## src/rtl/spi_arbiter_if.sv

```systemverilog
// ---------------------------------------------------------------------------
// spi_arbiter_if
//
// Bundles every handshake and data signal between the client side, the
// spi_arbiter and the shared spi_master. Clock and reset are separate plain
// ports of the arbiter.
//
// Parameters:
//   N_CLIENTS  - number of requesters sharing the master (>= 2)
//   DATA_WIDTH - SPI word width, must match the spi_master instance
//
// Client-side signals:
//   req_data   - packed client words, client i in [i*DATA_WIDTH +: DATA_WIDTH]
//   req_valid  - per-client transfer request, data held stable until ready
//   req_ready  - per-client one-cycle pulse, word accepted by the master
//   rsp_data   - received word for the granted client
//   rsp_valid  - one-hot, rsp_data is valid for that client
//   rsp_ready  - per-client response consume
//
// Master-side signals:
//   m_data_in, m_data_in_valid, m_data_in_ack    - load handshake
//   m_data_out, m_data_out_valid, m_data_out_ack - result handshake
//   m_ss_n                                       - master slave select
//
// Status signals:
//   ss_n       - per-slave select decoded from m_ss_n and the grant
//   grant_idx  - current or last granted client
//   busy       - arbiter is not idle
//
// Modports:
//   slave  - the arbiter's view
//   master - the environment's view (clients plus spi_master)
// ---------------------------------------------------------------------------
interface spi_arbiter_if #(
    parameter int N_CLIENTS  = 4,
    parameter int DATA_WIDTH = 8
);

    localparam int IDX_W = $clog2(N_CLIENTS);

    logic [N_CLIENTS*DATA_WIDTH-1:0] req_data;
    logic [N_CLIENTS-1:0]            req_valid;
    logic [N_CLIENTS-1:0]            req_ready;
    logic [DATA_WIDTH-1:0]           rsp_data;
    logic [N_CLIENTS-1:0]            rsp_valid;
    logic [N_CLIENTS-1:0]            rsp_ready;

    logic [DATA_WIDTH-1:0]           m_data_in;
    logic                            m_data_in_valid;
    logic                            m_data_in_ack;
    logic [DATA_WIDTH-1:0]           m_data_out;
    logic                            m_data_out_valid;
    logic                            m_data_out_ack;
    logic                            m_ss_n;

    logic [N_CLIENTS-1:0]            ss_n;
    logic [IDX_W-1:0]                grant_idx;
    logic                            busy;

    modport slave (
        input  req_data,
        input  req_valid,
        input  rsp_ready,
        input  m_data_in_ack,
        input  m_data_out,
        input  m_data_out_valid,
        input  m_ss_n,
        output req_ready,
        output rsp_data,
        output rsp_valid,
        output m_data_in,
        output m_data_in_valid,
        output m_data_out_ack,
        output ss_n,
        output grant_idx,
        output busy
    );

    modport master (
        output req_data,
        output req_valid,
        output rsp_ready,
        output m_data_in_ack,
        output m_data_out,
        output m_data_out_valid,
        output m_ss_n,
        input  req_ready,
        input  rsp_data,
        input  rsp_valid,
        input  m_data_in,
        input  m_data_in_valid,
        input  m_data_out_ack,
        input  ss_n,
        input  grant_idx,
        input  busy
    );

endinterface

```

## src/rtl/spi_arbiter.sv

```systemverilog
// ---------------------------------------------------------------------------
// spi_arbiter
//
// Shares one spi_master among N_CLIENTS requesters, one full-duplex word
// transfer at a time. Picks a winner among pending requests, runs the
// master's load/ack and result/ack handshakes, returns the received word to
// the granted client and decodes the master's single SS_n into per-client
// slave selects.
//
// Parameters:
//   N_CLIENTS  - number of requesters (>= 2)
//   DATA_WIDTH - word width, must match spi_master
//
// Ports:
//   clk   - system clock, shared with spi_master
//   rst_n - asynchronous active-low reset
//   bus   - spi_arbiter_if.slave, all client and master handshakes
//
// Configuration macro:
//   SPI_ARB_ROUND_ROBIN_EN - defined: round-robin arbitration starting at a
//                            pointer that advances after each completed
//                            transfer. Undefined: fixed priority, lowest
//                            index wins, no pointer register.
// ---------------------------------------------------------------------------
module spi_arbiter #(
    parameter int N_CLIENTS  = 4,
    parameter int DATA_WIDTH = 8
) (
    input  logic          clk,
    input  logic          rst_n,
    spi_arbiter_if.slave  bus
);

    localparam int IDX_W = $clog2(N_CLIENTS);

    typedef enum logic [2:0] {
        IDLE,
        LOAD,
        XFER,
        RESP,
        DRAIN
    } state_t;

    state_t                state;
    state_t                state_nxt;

    logic [N_CLIENTS-1:0]  grant;
    logic [IDX_W-1:0]      grant_idx_q;
    logic [DATA_WIDTH-1:0] m_data_in_q;
    logic [DATA_WIDTH-1:0] rsp_data_q;

    logic                  req_any;
    logic [IDX_W-1:0]      winner;
    logic [N_CLIENTS-1:0]  winner_onehot;
    logic                  rsp_ready_granted;
    logic                  drain_done;

    // Leaving DRAIN marks a completed transfer; the round-robin pointer
    // advances on exactly this condition.
    assign drain_done = (state == DRAIN) && !bus.m_data_out_valid;

`ifdef SPI_ARB_ROUND_ROBIN_EN

    logic [IDX_W-1:0] ptr;
    logic [IDX_W-1:0] ptr_nxt;
    logic [IDX_W-1:0] cand;

    // The next pointer is the slot after the client just served, wrapping
    // at N_CLIENTS, which need not be a power of two.
    assign ptr_nxt = (grant_idx_q == IDX_W'(N_CLIENTS - 1)) ? '0 : grant_idx_q + 1'b1;

    // Search upward from the pointer with wrap; the first requester found
    // wins, so every client gets a turn before anyone is served twice.
    always_comb begin
        req_any = 1'b0;
        winner  = '0;
        cand    = '0;
        for (int i = 0; i < N_CLIENTS; i++) begin
            cand = IDX_W'((int'(ptr) + i) % N_CLIENTS);
            if (!req_any && bus.req_valid[cand]) begin
                req_any = 1'b1;
                winner  = cand;
            end
        end
    end

    // Pointer register, only moved once a transfer has fully drained.
    always_ff @(posedge clk or negedge rst_n) begin
        if (!rst_n) begin
            ptr <= '0;
        end else if (drain_done) begin
            ptr <= ptr_nxt;
        end
    end

`else

    // Fixed priority: walking down from the top lets the lowest requesting
    // index overwrite everyone above it.
    always_comb begin
        req_any = |bus.req_valid;
        winner  = '0;
        for (int i = N_CLIENTS - 1; i >= 0; i--) begin
            if (bus.req_valid[i]) begin
                winner = IDX_W'(i);
            end
        end
    end

`endif

    // One-hot form of the winner, registered as the grant vector.
    always_comb begin
        winner_onehot         = '0;
        winner_onehot[winner] = 1'b1;
    end

    // Only the granted client's rsp_ready matters; all others are masked.
    assign rsp_ready_granted = |(bus.rsp_ready & grant);

    // Next-state logic. XFER is only entered with the master's result valid
    // low, because DRAIN waits for it to clear before returning to IDLE.
    always_comb begin
        state_nxt = state;
        case (state)
            IDLE: begin
                if (req_any) begin
                    state_nxt = LOAD;
                end
            end
            LOAD: begin
                if (bus.m_data_in_ack) begin
                    state_nxt = XFER;
                end
            end
            XFER: begin
                if (bus.m_data_out_valid) begin
                    state_nxt = RESP;
                end
            end
            RESP: begin
                if (rsp_ready_granted) begin
                    state_nxt = DRAIN;
                end
            end
            DRAIN: begin
                if (!bus.m_data_out_valid) begin
                    state_nxt = IDLE;
                end
            end
            default: begin
                state_nxt = IDLE;
            end
        endcase
    end

    // State register.
    always_ff @(posedge clk or negedge rst_n) begin
        if (!rst_n) begin
            state <= IDLE;
        end else begin
            state <= state_nxt;
        end
    end

    // Grant and outgoing word are captured together when a winner is picked,
    // so the client may change its slice once req_ready has pulsed. The grant
    // is kept after the transfer so grant_idx reports the last client served.
    always_ff @(posedge clk or negedge rst_n) begin
        if (!rst_n) begin
            grant       <= '0;
            grant_idx_q <= '0;
            m_data_in_q <= '0;
        end else if (state == IDLE && req_any) begin
            grant       <= winner_onehot;
            grant_idx_q <= winner;
            m_data_in_q <= bus.req_data[winner*DATA_WIDTH +: DATA_WIDTH];
        end
    end

    // Response word is captured the cycle the master reports it valid and is
    // held through RESP however long the client stalls.
    always_ff @(posedge clk or negedge rst_n) begin
        if (!rst_n) begin
            rsp_data_q <= '0;
        end else if (state == XFER && bus.m_data_out_valid) begin
            rsp_data_q <= bus.m_data_out;
        end
    end

    // Handshake outputs are pure state decodes. m_data_out_ack covers both
    // XFER and RESP so the master cannot drop its result before the client
    // has taken it.
    assign bus.m_data_in       = m_data_in_q;
    assign bus.m_data_in_valid = (state == LOAD);
    assign bus.req_ready       = (state == LOAD && bus.m_data_in_ack) ? grant : '0;
    assign bus.m_data_out_ack  = (state == XFER) || (state == RESP);
    assign bus.rsp_valid       = (state == RESP) ? grant : '0;
    assign bus.rsp_data        = rsp_data_q;
    assign bus.grant_idx       = grant_idx_q;
    assign bus.busy            = (state != IDLE);

    // Per-slave select follows the master's SS_n with no added latency; a
    // cleared grant vector after reset leaves every select deasserted.
    assign bus.ss_n = {N_CLIENTS{bus.m_ss_n}} | ~grant;

endmodule

```

## src/flat_wrapper.sv

```systemverilog
// flat-port wrapper written by rule: the top's interface ports become plain ports
module spi_arbiter_flat 
#(
    parameter int N_CLIENTS  = 4,
    parameter int DATA_WIDTH = 8
)
  (clk, rst_n, bus_req_data, bus_req_valid, bus_rsp_ready, bus_m_data_in_ack, bus_m_data_out, bus_m_data_out_valid, bus_m_ss_n, bus_req_ready, bus_rsp_data, bus_rsp_valid, bus_m_data_in, bus_m_data_in_valid, bus_m_data_out_ack, bus_ss_n, bus_grant_idx, bus_busy);
  spi_arbiter_if #(.N_CLIENTS(N_CLIENTS), .DATA_WIDTH(DATA_WIDTH)) bus_i ();
  input  logic clk;
  input  logic rst_n;
  input wire logic [$bits(bus_i.req_data)-1:0] bus_req_data;
  input wire logic [$bits(bus_i.req_valid)-1:0] bus_req_valid;
  input wire logic [$bits(bus_i.rsp_ready)-1:0] bus_rsp_ready;
  input wire logic [$bits(bus_i.m_data_in_ack)-1:0] bus_m_data_in_ack;
  input wire logic [$bits(bus_i.m_data_out)-1:0] bus_m_data_out;
  input wire logic [$bits(bus_i.m_data_out_valid)-1:0] bus_m_data_out_valid;
  input wire logic [$bits(bus_i.m_ss_n)-1:0] bus_m_ss_n;
  output wire logic [$bits(bus_i.req_ready)-1:0] bus_req_ready;
  output wire logic [$bits(bus_i.rsp_data)-1:0] bus_rsp_data;
  output wire logic [$bits(bus_i.rsp_valid)-1:0] bus_rsp_valid;
  output wire logic [$bits(bus_i.m_data_in)-1:0] bus_m_data_in;
  output wire logic [$bits(bus_i.m_data_in_valid)-1:0] bus_m_data_in_valid;
  output wire logic [$bits(bus_i.m_data_out_ack)-1:0] bus_m_data_out_ack;
  output wire logic [$bits(bus_i.ss_n)-1:0] bus_ss_n;
  output wire logic [$bits(bus_i.grant_idx)-1:0] bus_grant_idx;
  output wire logic [$bits(bus_i.busy)-1:0] bus_busy;
  assign bus_i.req_data = bus_req_data;
  assign bus_i.req_valid = bus_req_valid;
  assign bus_i.rsp_ready = bus_rsp_ready;
  assign bus_i.m_data_in_ack = bus_m_data_in_ack;
  assign bus_i.m_data_out = bus_m_data_out;
  assign bus_i.m_data_out_valid = bus_m_data_out_valid;
  assign bus_i.m_ss_n = bus_m_ss_n;
  assign bus_req_ready = bus_i.req_ready;
  assign bus_rsp_data = bus_i.rsp_data;
  assign bus_rsp_valid = bus_i.rsp_valid;
  assign bus_m_data_in = bus_i.m_data_in;
  assign bus_m_data_in_valid = bus_i.m_data_in_valid;
  assign bus_m_data_out_ack = bus_i.m_data_out_ack;
  assign bus_ss_n = bus_i.ss_n;
  assign bus_grant_idx = bus_i.grant_idx;
  assign bus_busy = bus_i.busy;
  spi_arbiter #(.N_CLIENTS(N_CLIENTS), .DATA_WIDTH(DATA_WIDTH)) u_core (.clk(clk), .rst_n(rst_n), .bus(bus_i));
endmodule
```

## config.mk

```make
export PLATFORM = sky130hd
export DESIGN_NAME = spi_arbiter_flat
export DESIGN_NICKNAME = d
export VERILOG_FILES = /design/src/rtl/spi_arbiter_if.sv /design/src/rtl/spi_arbiter.sv /design/src/flat_wrapper.sv
export SDC_FILE = /design/constraint.sdc
export NUM_CORES = 1
export LEC_CHECK = 0
export BUFFER_PORTS_ARGS = -buffer_cell sky130_fd_sc_hd__buf_2
export CELL_PAD_IN_SITES_DETAIL_PLACEMENT = 0
export CELL_PAD_IN_SITES_GLOBAL_PLACEMENT = 1
export CORE_UTILIZATION = 34
export CTS_CLUSTER_SIZE = 30
export DETAILED_ROUTE_END_ITERATION = 10
export PLACE_DENSITY_LB_ADDON = 0.1
export SLEW_MARGIN = 20
export SYNTH_ARGS = -nofsm -noshare
export SYNTH_HDL_FRONTEND = slang
export SYNTH_SLANG_ARGS = --single-unit
```

## constraint.sdc

```tcl
create_clock -name clk -period 2.42 [get_ports clk]
set_input_delay 0.121 -clock clk [delete_from_list [all_inputs] [get_ports clk]]
set_output_delay 0.121 -clock clk [all_outputs]
set_load 0.005 [all_outputs]
```

==> summary.md, run 1 <==
| Metric | Value |
|---|---|
| Run status | `finished clean` |
| Total CTS buffers | `3` |
| Total power draw | `0.001952 W` |
| Power Internal | `roughly 0.0012 W` |
| Layout cells sized above 1 | `around 46%` |
| Post-CTS Resized | `0` |
| Ant. Diodes | `0` |
| Syn Area/Cell | `9.993 sq um` |
| Synth Area in XOR/XNOR | `0%` |
| Yosys cell types | `37` |
| Clock Skew | `0.005110 ns` |
| Post-synth EDFFs | `0` |
| Port bufs | `85` |
| Core area | `approximately 4300 sq um` |
| Primary FF master, synth | `dfrtp_1` |
| Final Hold Vio Count | `0` |
| CTS Sinks | `25` |
| Global-route wire length before repair | `7.017 mm` |
| Layout area overhead | `30.77%` |
| Grt ovf | `0` |
| Fill cell count | `431` |
| CP max FO | `9` |
| Adder-cell share of the synthesized area | `0%` |
| Max Buffers Root-to-Sink | `2` |
| Crit path kind | `reg -> reg` |
| Largest family of logic cells by synthesized area | `simple AND/OR/NAND/NOR gates` |
| Clock-pin transition on the worst setup and hold timing paths | `0.09 ns` |
| Post-CTS setup buffers | `0` |
| Setup crit start kind | `flop` |
| Die height | `69.06 um` |
| Max Cap Viol | `0` |
| Die area | `4769 sq um` |
| PwrDens | `976.1 nW/um^2` |
| Syn Nets | `206` |
| Final cell count without fillers | `283` |
| Post-Syn Instances | `about 150` |
| Worst Path Required | `2.58 ns` |
| Yosys top cell by area | `dfrtp_1` |
| Register Area | `625.6 sq um` |
| Max H-tree Level | `1` |
| Dpl hpwl | `3.023 mm` |
| Most frequent cells in the layout | `buf_2 (85), dfrtp_1 (25), nand2_1 (11)` |
| Worst skew pair latency | `0.27 ns` |
| Tcrit/Tclk final | `between 70 and 80%` |
| Switching share of total power | `37.58%` |
| Synth top area cells | `dfrtp_1 (41%), mux2_4 (7.9%), o31a_1 (4.6%)` |
| #FFs+latches synth | `25` |
| Worst Tran Pin Value | `approximately 0.86 ns` |
| Commonest non-fill, non-tap cell in the layout | `buf_2` |
| Row count | `24` |
| Hold slack | `around 0.072 ns` |
| Post-route DRC | `0` |
| Post-Route WL | `4.169 mm` |
| DIE WIDTH | `69.06 um` |
| Initial Util | `35.36%` |
| Asr flop ratio synth | `100.0%` |
| Critical path capture point type | `flop` |
| CP Data Arrival Time | `1.93 ns` |
| Mux cell area share after synthesis | `a little under 8%` |
| Layout net count | `roughly 290` |
| HP Class | `in -> reg` |
| Final ANT Viol Nets | `0` |
| All-Layer GR Usage | `17.82%` |
| Placer congestion estimate | `0.8009` |
| Worst vdd ir | `337.8 uV` |
| Pre-CTS WS | `0.6512 ns` |
| Clock power frac | `13.2%` |
| NetSw | `0.0007334 W` |
| Worst setup margin | `0.6544 ns` |
| Largest net degree at the start of global routing | `26` |
| Setup violations, final | `0` |
| Multi-input gate area | `815.8 sq um` |
| I/O pin count | `86` |
| Initial antenna violation count | `0` |
| Vias in the first global route | `1509` |
| Min Clock Period, post-route | `1.766 ns` |
| Simple-gate portion of the synthesized area | `23.16%` |
| Pleak | `0.9765 nW` |
| Slew HR | `about 42%` |
| Placed Cells | `about 280` |
| Number of DRC markers in iteration 0 | `78` |
| First-pass detailed-route iteration total | `4` |
| RSZ-0062 raised after global routing | `false` |
| YS warnings | `0` |
| Setup TNS | `0 ns` |
| Avg Vias per Cell | `5.297` |
| Number of hold buffers added after cts | `1` |
| Seq pwr share | `40.3%` |
| CTS tree | `done` |
| Post-synthesis compound-gate area fraction | `around 22%` |
| Slew Viols, Final | `0` |
| Sequential area share after synthesis | `40.92%` |
| Routed via count | `1499` |
| DR WL/cell | `roughly 15 um` |
| Root buffer cell | `clkbuf_8` |
| Max Clk Rate | `566.4 MHz` |
| Cell Area, Synth | `between 1500 and 2000 sq um` |
| Combinational power share | `46.6%` |
| Post-synth top area share | `40.92%` |
[layout make-up]
type | instances | share of cell area (%)
Clock buffer | 3 | 2.065
Clock inverter | 1 | 0.2503
Inverter | 3 | 0.5632
Multi-Input combinational cell | 113 | 40.80
Sequential cell | 25 | 31.29
Tap cell | 52 | 3.254
Timing Repair Buffer | 86 | 21.78
[state kept, by name, summed over array words and instances, names as in the netlist]
name / count
u_core.bus.m_data_in: 8
u_core.bus.rsp_data: 8
u_core.grant: 4
u_core.state: 3
u_core.bus.grant_idx: 2
[stage by stage]
| step | util (%) | area [sq um] |
|---|---|---|
| after floorplan | - | 1529 |
| after global placement | 44.94 | 1943 |
| after detailed placement | 44.94 | 1943 |
| after CTS | 46.24 | 1999 |
| after global routing | 46.24 | 1999 |
| final | 46.24 | 1999 |
[critical path: stages, from the launching register on]
cell and delay (ns):
dfrtp_1 0.49, nor2b_1 0.47, and3_4 0.37, mux2_4 0.32
[per-layer routing]
metal / up-vias / share of wire (%) / GRT usage [%]
li1: 721 / - / -
met1: 732 / 44 / 21.20
met2: 42 / 51 / 33.23
met3: 4 / 4.5 / 2.778
met4: 0 / 0.65 / 4.082
met5: - / 0 / 0
[logic make-up (layout without fill, tap and decap cells)]
group	Yosys count	count (layout)
AND/OR/NAND/NOR	56	56
multiplexers	8	8
buffers and inverters	15	93
AO/OA/AOI/OAI	49	49
flip-flops	25	25
[synth_stat cells, drive strengths merged (2+ instances only)]
master / instances
and3: 5
nor4: 2
a32o: 2
dfrtp: 25
a22oi: 2
o31a: 8
inv: 3
nand2: 11
nor3b: 9
nor2: 4
o22ai: 8
o31ai: 9
nor2b: 9
mux2: 8
nor3: 3
nand2b: 4
or3: 2
buf: 11
a21oi: 6
o21ai: 10
and2: 4
[final timing paths]
kind	start	cells past startpoint	end	slack [ns]
worst max register to register	u_core.state[1]	3	u_core.bus.rsp_data[3]	0.65
worst min register to register	u_core.bus.grant_idx[1]	1	u_core.bus.grant_idx[1]	0.50
max in group asynchronous	rst_n	2	u_core.grant[3]	1.66
worst max-delay path	u_core.state[1]	3	u_core.bus.rsp_data[3]	0.65
min in group asynchronous	rst_n	2	u_core.bus.rsp_data[7]	0.37
worst min-delay path	bus_m_data_out[1]	2	u_core.bus.rsp_data[1]	0.07
[power by group through the flow]
stage	combinational (W)	clock (W)	sequential, W
final	0.000909	0.000257	0.000786
after global routing	0.00102	0.000285	0.000820
after CTS	0.000926	0.000268	0.000789
after detailed placement	0.000922	0	0.000795
after global placement	0.000903	0	0.000788
after floorplan	0.000603	0	0.000761
Power figures use the tool's default switching activity.
==> run 2: changes to the inputs <==
--- a/config.mk
+++ b/config.mk
@@ -8,7 +8,7 @@
 export BUFFER_PORTS_ARGS = -buffer_cell sky130_fd_sc_hd__buf_2
 export CELL_PAD_IN_SITES_DETAIL_PLACEMENT = 0
 export CELL_PAD_IN_SITES_GLOBAL_PLACEMENT = 1
-export CORE_UTILIZATION = 34
+export CORE_UTILIZATION = 28
 export CTS_CLUSTER_SIZE = 30
 export DETAILED_ROUTE_END_ITERATION = 10
 export PLACE_DENSITY_LB_ADDON = 0.1
==> constraint.sdc (replaced) <==
create_clock -name clk -period 1.58 [get_ports clk]
set_input_delay 0.079 -clock clk [delete_from_list [all_inputs] [get_ports clk]]
set_output_delay 0.079 -clock clk [all_outputs]
set_load 0.005 [all_outputs]
==> summary.md, run 2 (same netlist as run 1, synthesis figures left out) <==
| Metric | Value |
|---|---|
| Run status | `finished clean` |
| Max Cap Viol | `0 (unchanged)` |
| Reg2reg start | `u_core.state[0]` |
| Min-Delay Startpoint | `bus_m_data_out[5]` |
| Setup TNS | `0 ns (unchanged)` |
| CP max stage delay | `0.46 ns (-0.03 ns)` |
| Initial Util | `29.56% (-5.8 points)` |
| Global route hottest layer | `met2` |
| Layout Utilization | `41.34% (-4.9 points)` |
| Worst Path Required | `1.71 ns (-0.87 ns)` |
| Placer congestion estimate | `0.8194 (+2.3%)` |
| R2R depth | `5 (+2)` |
| Setup violations, final | `0 (unchanged)` |
| Root buffer cell | `clkbuf_8` |
| Worst Tran Pin Value | `0.5958 ns (-0.2645 ns)` |
| Worst setup path start | `u_core.state[0]` |
| Final Hold Vio Count | `0 (unchanged)` |
| Commonest non-fill, non-tap cell in the layout | `buf_2` |
| DR WL/cell | `14.62 um (-0.74%)` |
| Core area | `5172 sq um (+20%)` |
| CP max FO | `7 (-2)` |
| Most frequent cells in the layout | `buf_2 (85), dfrtp_1 (23), nand2_1 (11), buf_4 (11)` |
| Initial antenna violation count | `0 (unchanged)` |
| Worst-path cell chain | `nor3_4 -> clkinvlp_4 -> buf_12 -> o21ai_0 -> o31ai_1` |
| Largest net degree at the start of global routing | `26 (unchanged)` |
| Post-Route WL | `4.577 mm (+9.8%)` |
| PwrDens | `1512 nW/um^2 (+55%)` |
| Die area | `5760 sq um (+21%)` |
| R2r setup slk | `0.06 ns (-0.59 ns)` |
| GR Util met2 | `25.17% (-8.1 points)` |
| Worst vdd ir | `498.6 uV (+48%)` |
| Layout area overhead | `39.85%` |
| Max Buffers Root-to-Sink | `2 (unchanged)` |
| Vias in the first global route | `1395 (-7.6%)` |
| CP max stage cell | `dfrtp_2` |
| Post-route cell area | `2138 sq um (+6.9%)` |
| Ant. Diodes | `0 (unchanged)` |
| All-Layer GR Usage | `15.68% (-2.1 points)` |
| Final ANT Viol Nets | `0 (unchanged)` |
| Placed cell areas | `2026 sq um (+4.2%)` |
| Layout net count | `297 (+4.2%)` |
| Clock Skew | `0.008711 ns (+0.003601 ns)` |
| Max Clk Rate | `657.7 MHz (+16%)` |
| CP Data Arrival Time | `1.65 ns (-0.28 ns)` |
| Max H-tree Level | `1 (unchanged)` |
| Routed via count | `1559 (+4.0%)` |
| Grt ovf | `0 (unchanged)` |
| Min Clock Period, post-route | `1.520 ns (-0.2452 ns)` |
| I/O pin count | `86 (unchanged)` |
| Tcrit/Tclk final | `96.23% (+23 points)` |
| Fill cell count | `530 (+23%)` |
| Critical path capture point type | `flop` |
| Avg Vias per Cell | `4.981 (-6.0%)` |
| RSZ-0062 raised after global routing | `false` |
| Met1 usage | `20.80% (-0.41 points)` |
| Total CTS buffers | `3 (unchanged)` |
| First-pass detailed-route iteration total | `4 (unchanged)` |
| Worst path depth | `5 (+2)` |
| Post-route DRC | `0 (unchanged)` |
| Worst skew pair latency | `0.27 ns (about the same)` |
| Pleak | `1.035 nW (+6.0%)` |
| Cell family with most CP delay | `flip-flops` |
| Port bufs | `85 (unchanged)` |
| Cell count of the worst hold path | `2 (unchanged)` |
| Clock-pin transition on the worst setup and hold timing paths | `0.10 ns (about the same)` |
| Number of DRC markers in iteration 0 | `41 (-47%)` |
| Global-route wire length before repair | `6.686 mm (-4.7%)` |
| Crit path kind | `reg -> reg` |
| Die height | `75.90 um (+9.9%)` |
| CTS Sinks | `25 (unchanged)` |
| Crit path buffers/inverters | `2 (+2)` |
| DIE WIDTH | `75.90 um (+9.9%)` |
| Dpl hpwl | `3.473 mm (+15%)` |
| Setup crit start kind | `flop` |
| Slew HR | `60.28% (+18 points)` |
| Row count | `26 (+8.3%)` |
| Slew Viols, Final | `0 (unchanged)` |
| CTS tree | `done` |
| Total power draw | `0.003233 W (+66%)` |
| Layout cells sized above 1 | `50.62% (+4.3 points)` |
| Global routing usage on met3 | `2.910% (+0.13 points)` |
| HP Class | `in -> reg` |
==> run 2: timing repair <==
item,CTS,global route
buffers inserted,2,2
hold buffers,1,0
hold endpoints to repair,25,0
pin swaps,1,0
gates resized for setup,2,2
setup endpoints to repair,5,11
==> run 2: final timing paths <==
check	end
worst max register to register	u_core.bus.m_data_in[2]
max in group asynchronous	u_core.state[1]
min in group asynchronous	u_core.bus.rsp_data[0]
worst min register to register	u_core.bus.grant_idx[1]
worst min-delay path	u_core.bus.rsp_data[5]
worst max-delay path	u_core.bus.m_data_in[2]
==> run 2: report_power, final <==
| group | switching [W] | total [W] | leakage [nW] | internal [W] |
|---|---|---|---|---|
| registers | 0.000245 | 0.00120 | 0.307 | 0.000954 |
| logic | 0.000732 | 0.00164 | 0.707 | 0.000903 |
| clock network | 0.000220 | 0.000399 | 0.0217 | 0.000179 |
==> run 2: cell type report <==
cell class | instances | area, sq um | area share (%)
Tap cell | 70 | 87.58 | 4.096
Inverter | 3 | 15.01 | 0.7022
Clock inverter | 1 | 7.507 | 0.3511
Sequential cell | 25 | 628.1 | 29.37
Multi-Input combinational cell | 113 | 820.8 | 38.39
Clock buffer | 3 | 41.29 | 1.931
Timing Repair Buffer | 98 | 538.0 | 25.16
==> run 2: stage by stage <==
step           cells  setup slack (ns)  hold WS [ns]
2_1_floorplan    153            0.1277       -0.2166
3_3_place_gp     304            0.1573        0.1175
3_5_place_dp     304            0.1010        0.1308
4_1_cts          311           0.03350       0.01840
5_1_grt          313           0.01003       0.01766
6_report         313           0.05964       0.02871
==> run 2: per-layer routing <==
metal  vias up  wire (um)
met2        62       2193
met4         0         72
met1       738       2034
met5         -          0
met3         8        276
li1        751          -
==> run 2: worst reg2reg max path: cells and delay by family (launching register included) <==
kind / cells / cell delay [ns]
AO/OA/AOI/OAI: 2 / 0.26
buffers and inverters: 2 / 0.40
flip-flops: 1 / 0.46
AND/OR/NAND/NOR: 1 / 0.26
==> run 3: changes to the inputs <==
--- a/config.mk
+++ b/config.mk
@@ -12,7 +12,6 @@
 export CTS_CLUSTER_SIZE = 30
 export DETAILED_ROUTE_END_ITERATION = 10
 export PLACE_DENSITY_LB_ADDON = 0.1
-export SLEW_MARGIN = 20
 export SYNTH_ARGS = -nofsm -noshare
 export SYNTH_HDL_FRONTEND = slang
 export SYNTH_SLANG_ARGS = --single-unit
==> constraint.sdc (replaced) <==
create_clock -name clk -period 1.58 [get_ports clk]
set_input_delay 0.237 -clock clk [delete_from_list [all_inputs] [get_ports clk]]
set_output_delay 0.237 -clock clk [all_outputs]
set_load 0.005 [all_outputs]
==> summary.md, run 3 (same netlist as run 1, synthesis figures left out) <==
| Metric | Value |
|---|---|
| Run status | `complete, but fails checks` |
| Worst vdd ir | `483.7 uV (-3.0%)` |
| R2R depth | `6 (+1)` |
| Vias in the first global route | `1489 (+6.7%)` |
| Final Hold Vio Count | `0 (unchanged)` |
| Slew HR | `60.89% (+0.61 points)` |
| I/O pin count | `86 (unchanged)` |
| Crit path kind | `reg -> out` |
| Max H-tree Level | `1 (unchanged)` |
| Worst setup path start | `u_core.state[1]` |
| Critical path capture point type | `output pin` |
| Critical path destination | `bus_busy` |
| Final ANT Viol Nets | `0 (unchanged)` |
| Tcrit/Tclk final | `100.6% (+4.4 points)` |
| DIE WIDTH | `75.90 um (unchanged)` |
| Reg2reg start | `u_core.state[1]` |
| Placed cell areas | `2041 sq um (+0.74%)` |
| Layout Utilization | `42.11% (+0.77 points)` |
| Root buffer cell | `clkbuf_8` |
| Setup crit start kind | `flop` |
| Core area | `5172 sq um (unchanged)` |
| First-pass detailed-route iteration total | `4 (unchanged)` |
| R2R Path End | `u_core.bus.m_data_in[3]` |
| Worst Tran Pin Value | `0.5867 ns (-0.009095 ns)` |
| Slew Viols, Final | `0 (unchanged)` |
| Layout cells sized above 1 | `53.04% (+2.4 points)` |
| Avg Vias per Cell | `4.842 (-2.8%)` |
| Violated checks | `negative setup slack` |
| Routed via count | `1535 (-1.5%)` |
| Clock-pin transition on the worst setup and hold timing paths | `0.09 ns (about the same)` |
| Multi-input gate area | `842.1 sq um (+2.6%)` |
| Most frequent cells in the layout | `buf_2 (85), dfrtp_1 (22), buf_4 (16)` |
| Worst setup margin | `-0.009938 ns (-0.06957 ns)` |
| Placer congestion estimate | `0.7580 (-7.5%)` |
| Post-route DRC | `0 (unchanged)` |
| Setup violations, final | `1 (+1)` |
| R2r setup slk | `0.04 ns (-0.02 ns)` |
| Layout area overhead | `42.47%` |
| Total CTS buffers | `3 (unchanged)` |
| Post-route cell area | `2178 sq um (+1.9%)` |
| Commonest non-fill, non-tap cell in the layout | `buf_2` |
| Layout net count | `301 (+1.3%)` |
| Number of DRC markers in iteration 0 | `65 (+59%)` |
| CP Data Arrival Time | `1.35 ns (-0.30 ns)` |
| Pleak | `1.052 nW (+1.5%)` |
| Register Area | `629.4 sq um (+0.20%)` |
| Global-route wire length before repair | `7.017 mm (+5.0%)` |
| CTS tree | `done` |
| Worst skew pair latency | `0.27 ns (about the same)` |
| Port bufs | `85 (unchanged)` |
| Grt ovf | `0 (unchanged)` |
| PwrDens | `1517 nW/um^2 (+0.31%)` |
| RSZ-0062 raised after global routing | `true` |
| Initial antenna violation count | `0 (unchanged)` |
| Row count | `26 (unchanged)` |
| Min Clock Period, post-route | `1.590 ns (+0.06957 ns)` |
| Initial Util | `29.56% (unchanged)` |
| Worst Path Required | `1.34 ns (-0.37 ns)` |
| HP Class | `in -> reg` |
| Post-Route WL | `4.478 mm (-2.2%)` |
| DR WL/cell | `14.13 um (-3.4%)` |
| Ant. Diodes | `0 (unchanged)` |
| All-Layer GR Usage | `16.20% (+0.52 points)` |
| CTS Sinks | `25 (unchanged)` |
| Die height | `75.90 um (unchanged)` |
| Pre-CTS WS | `0.06635 ns (-0.03462 ns)` |
| Dpl hpwl | `3.339 mm (-3.9%)` |
| Max Clk Rate | `629.0 MHz (-4.4%)` |
| Die area | `5760 sq um (unchanged)` |
| CP max FO | `7 (unchanged)` |
| Max Cap Viol | `0 (unchanged)` |
| Largest net degree at the start of global routing | `26 (unchanged)` |
| Fill cell count | `510 (-3.8%)` |
| Clock Skew | `0.001695 ns (-0.007015 ns)` |
| Max Buffers Root-to-Sink | `2 (unchanged)` |
-- run 3: cell types whose count changed in the layout (fill, tap and decap cells not counted) --
cell / before / now
buf_4: 11 / 16
o21ai_0: 8 / 5
o21ai_2: 1 / 3
buf_12: 1 / 0
dfrtp_1: 23 / 22
dfrtp_2: 2 / 3
nor2b_1: 9 / 8
nor2b_4: 0 / 1
nor3_2: 1 / 0
nor3_4: 1 / 2
o21ai_1: 1 / 2
-- run 3: stage by stage --
step / hold slack (ns) / setup TNS [ns] / power [W] / std cells
after global routing: 0.1778 / -0.1206 / 0.003581 / 317
after floorplan: -0.05859 / 0 / 0.002089 / 153
final: 0.1950 / -0.009938 / 0.003304 / 317
after detailed placement: 0.2810 / 0 / 0.002702 / 306
after CTS: 0.1817 / -0.002924 / 0.003273 / 316
after global placement: 0.2743 / 0 / 0.002685 / 306
-- run 3: worst min path at each step --
stage,start,end,slack (ns),depth (start not counted)
after global placement,rst_n,u_core.grant[1],0.27,1
after global routing,bus_m_data_out[0],u_core.bus.rsp_data[0],0.18,2
after detailed placement,rst_n,u_core.state[1],0.28,1
after floorplan,rst_n,u_core.bus.grant_idx[0],-0.06,0
after CTS,bus_m_data_out[0],u_core.bus.rsp_data[0],0.18,2
final,bus_m_data_out[0],u_core.bus.rsp_data[0],0.20,2
-- run 3: where the power goes --
part	switching (W)	internal (W)
registers	0.000262	0.000956
logic	0.000745	0.000949
clock network	0.000213	0.000179
-- run 3: layer usage --
metal | global-route usage [%] | wire, um
met2 | 26.75 | 2075
met1 | 21.86 | 2094
met3 | 2.778 | 268
met5 | 0 | 0
met4 | 4.321 | 40
-- run 3: final cells by class --
type / instances / area share (%)
clock buffer: 3 / 1.895
sequential: 25 / 28.89
clock inverter: 1 / 0.3446
inverter: 3 / 0.6893
timing repair buffer: 102 / 25.50
tap: 70 / 4.021
multi-input combinational: 113 / 38.66
-- run 3: repair_timing --
action                                  4_1_cts  5_1_grt
gates resized for setup                       7        6
pin swaps                                     1        1
buffers inserted                              6        1
hold endpoints to repair                     25        0
hold buffers                                  1        0
cloned                                        0        0
endpoints found under the setup margin        9       11
-- run 3: worst max-delay path: stages (launching register included) --
cell and delay, ns:
dfrtp_2 0.47, nor3_4 0.24, clkinvlp_4 0.21, buf_2 0.17
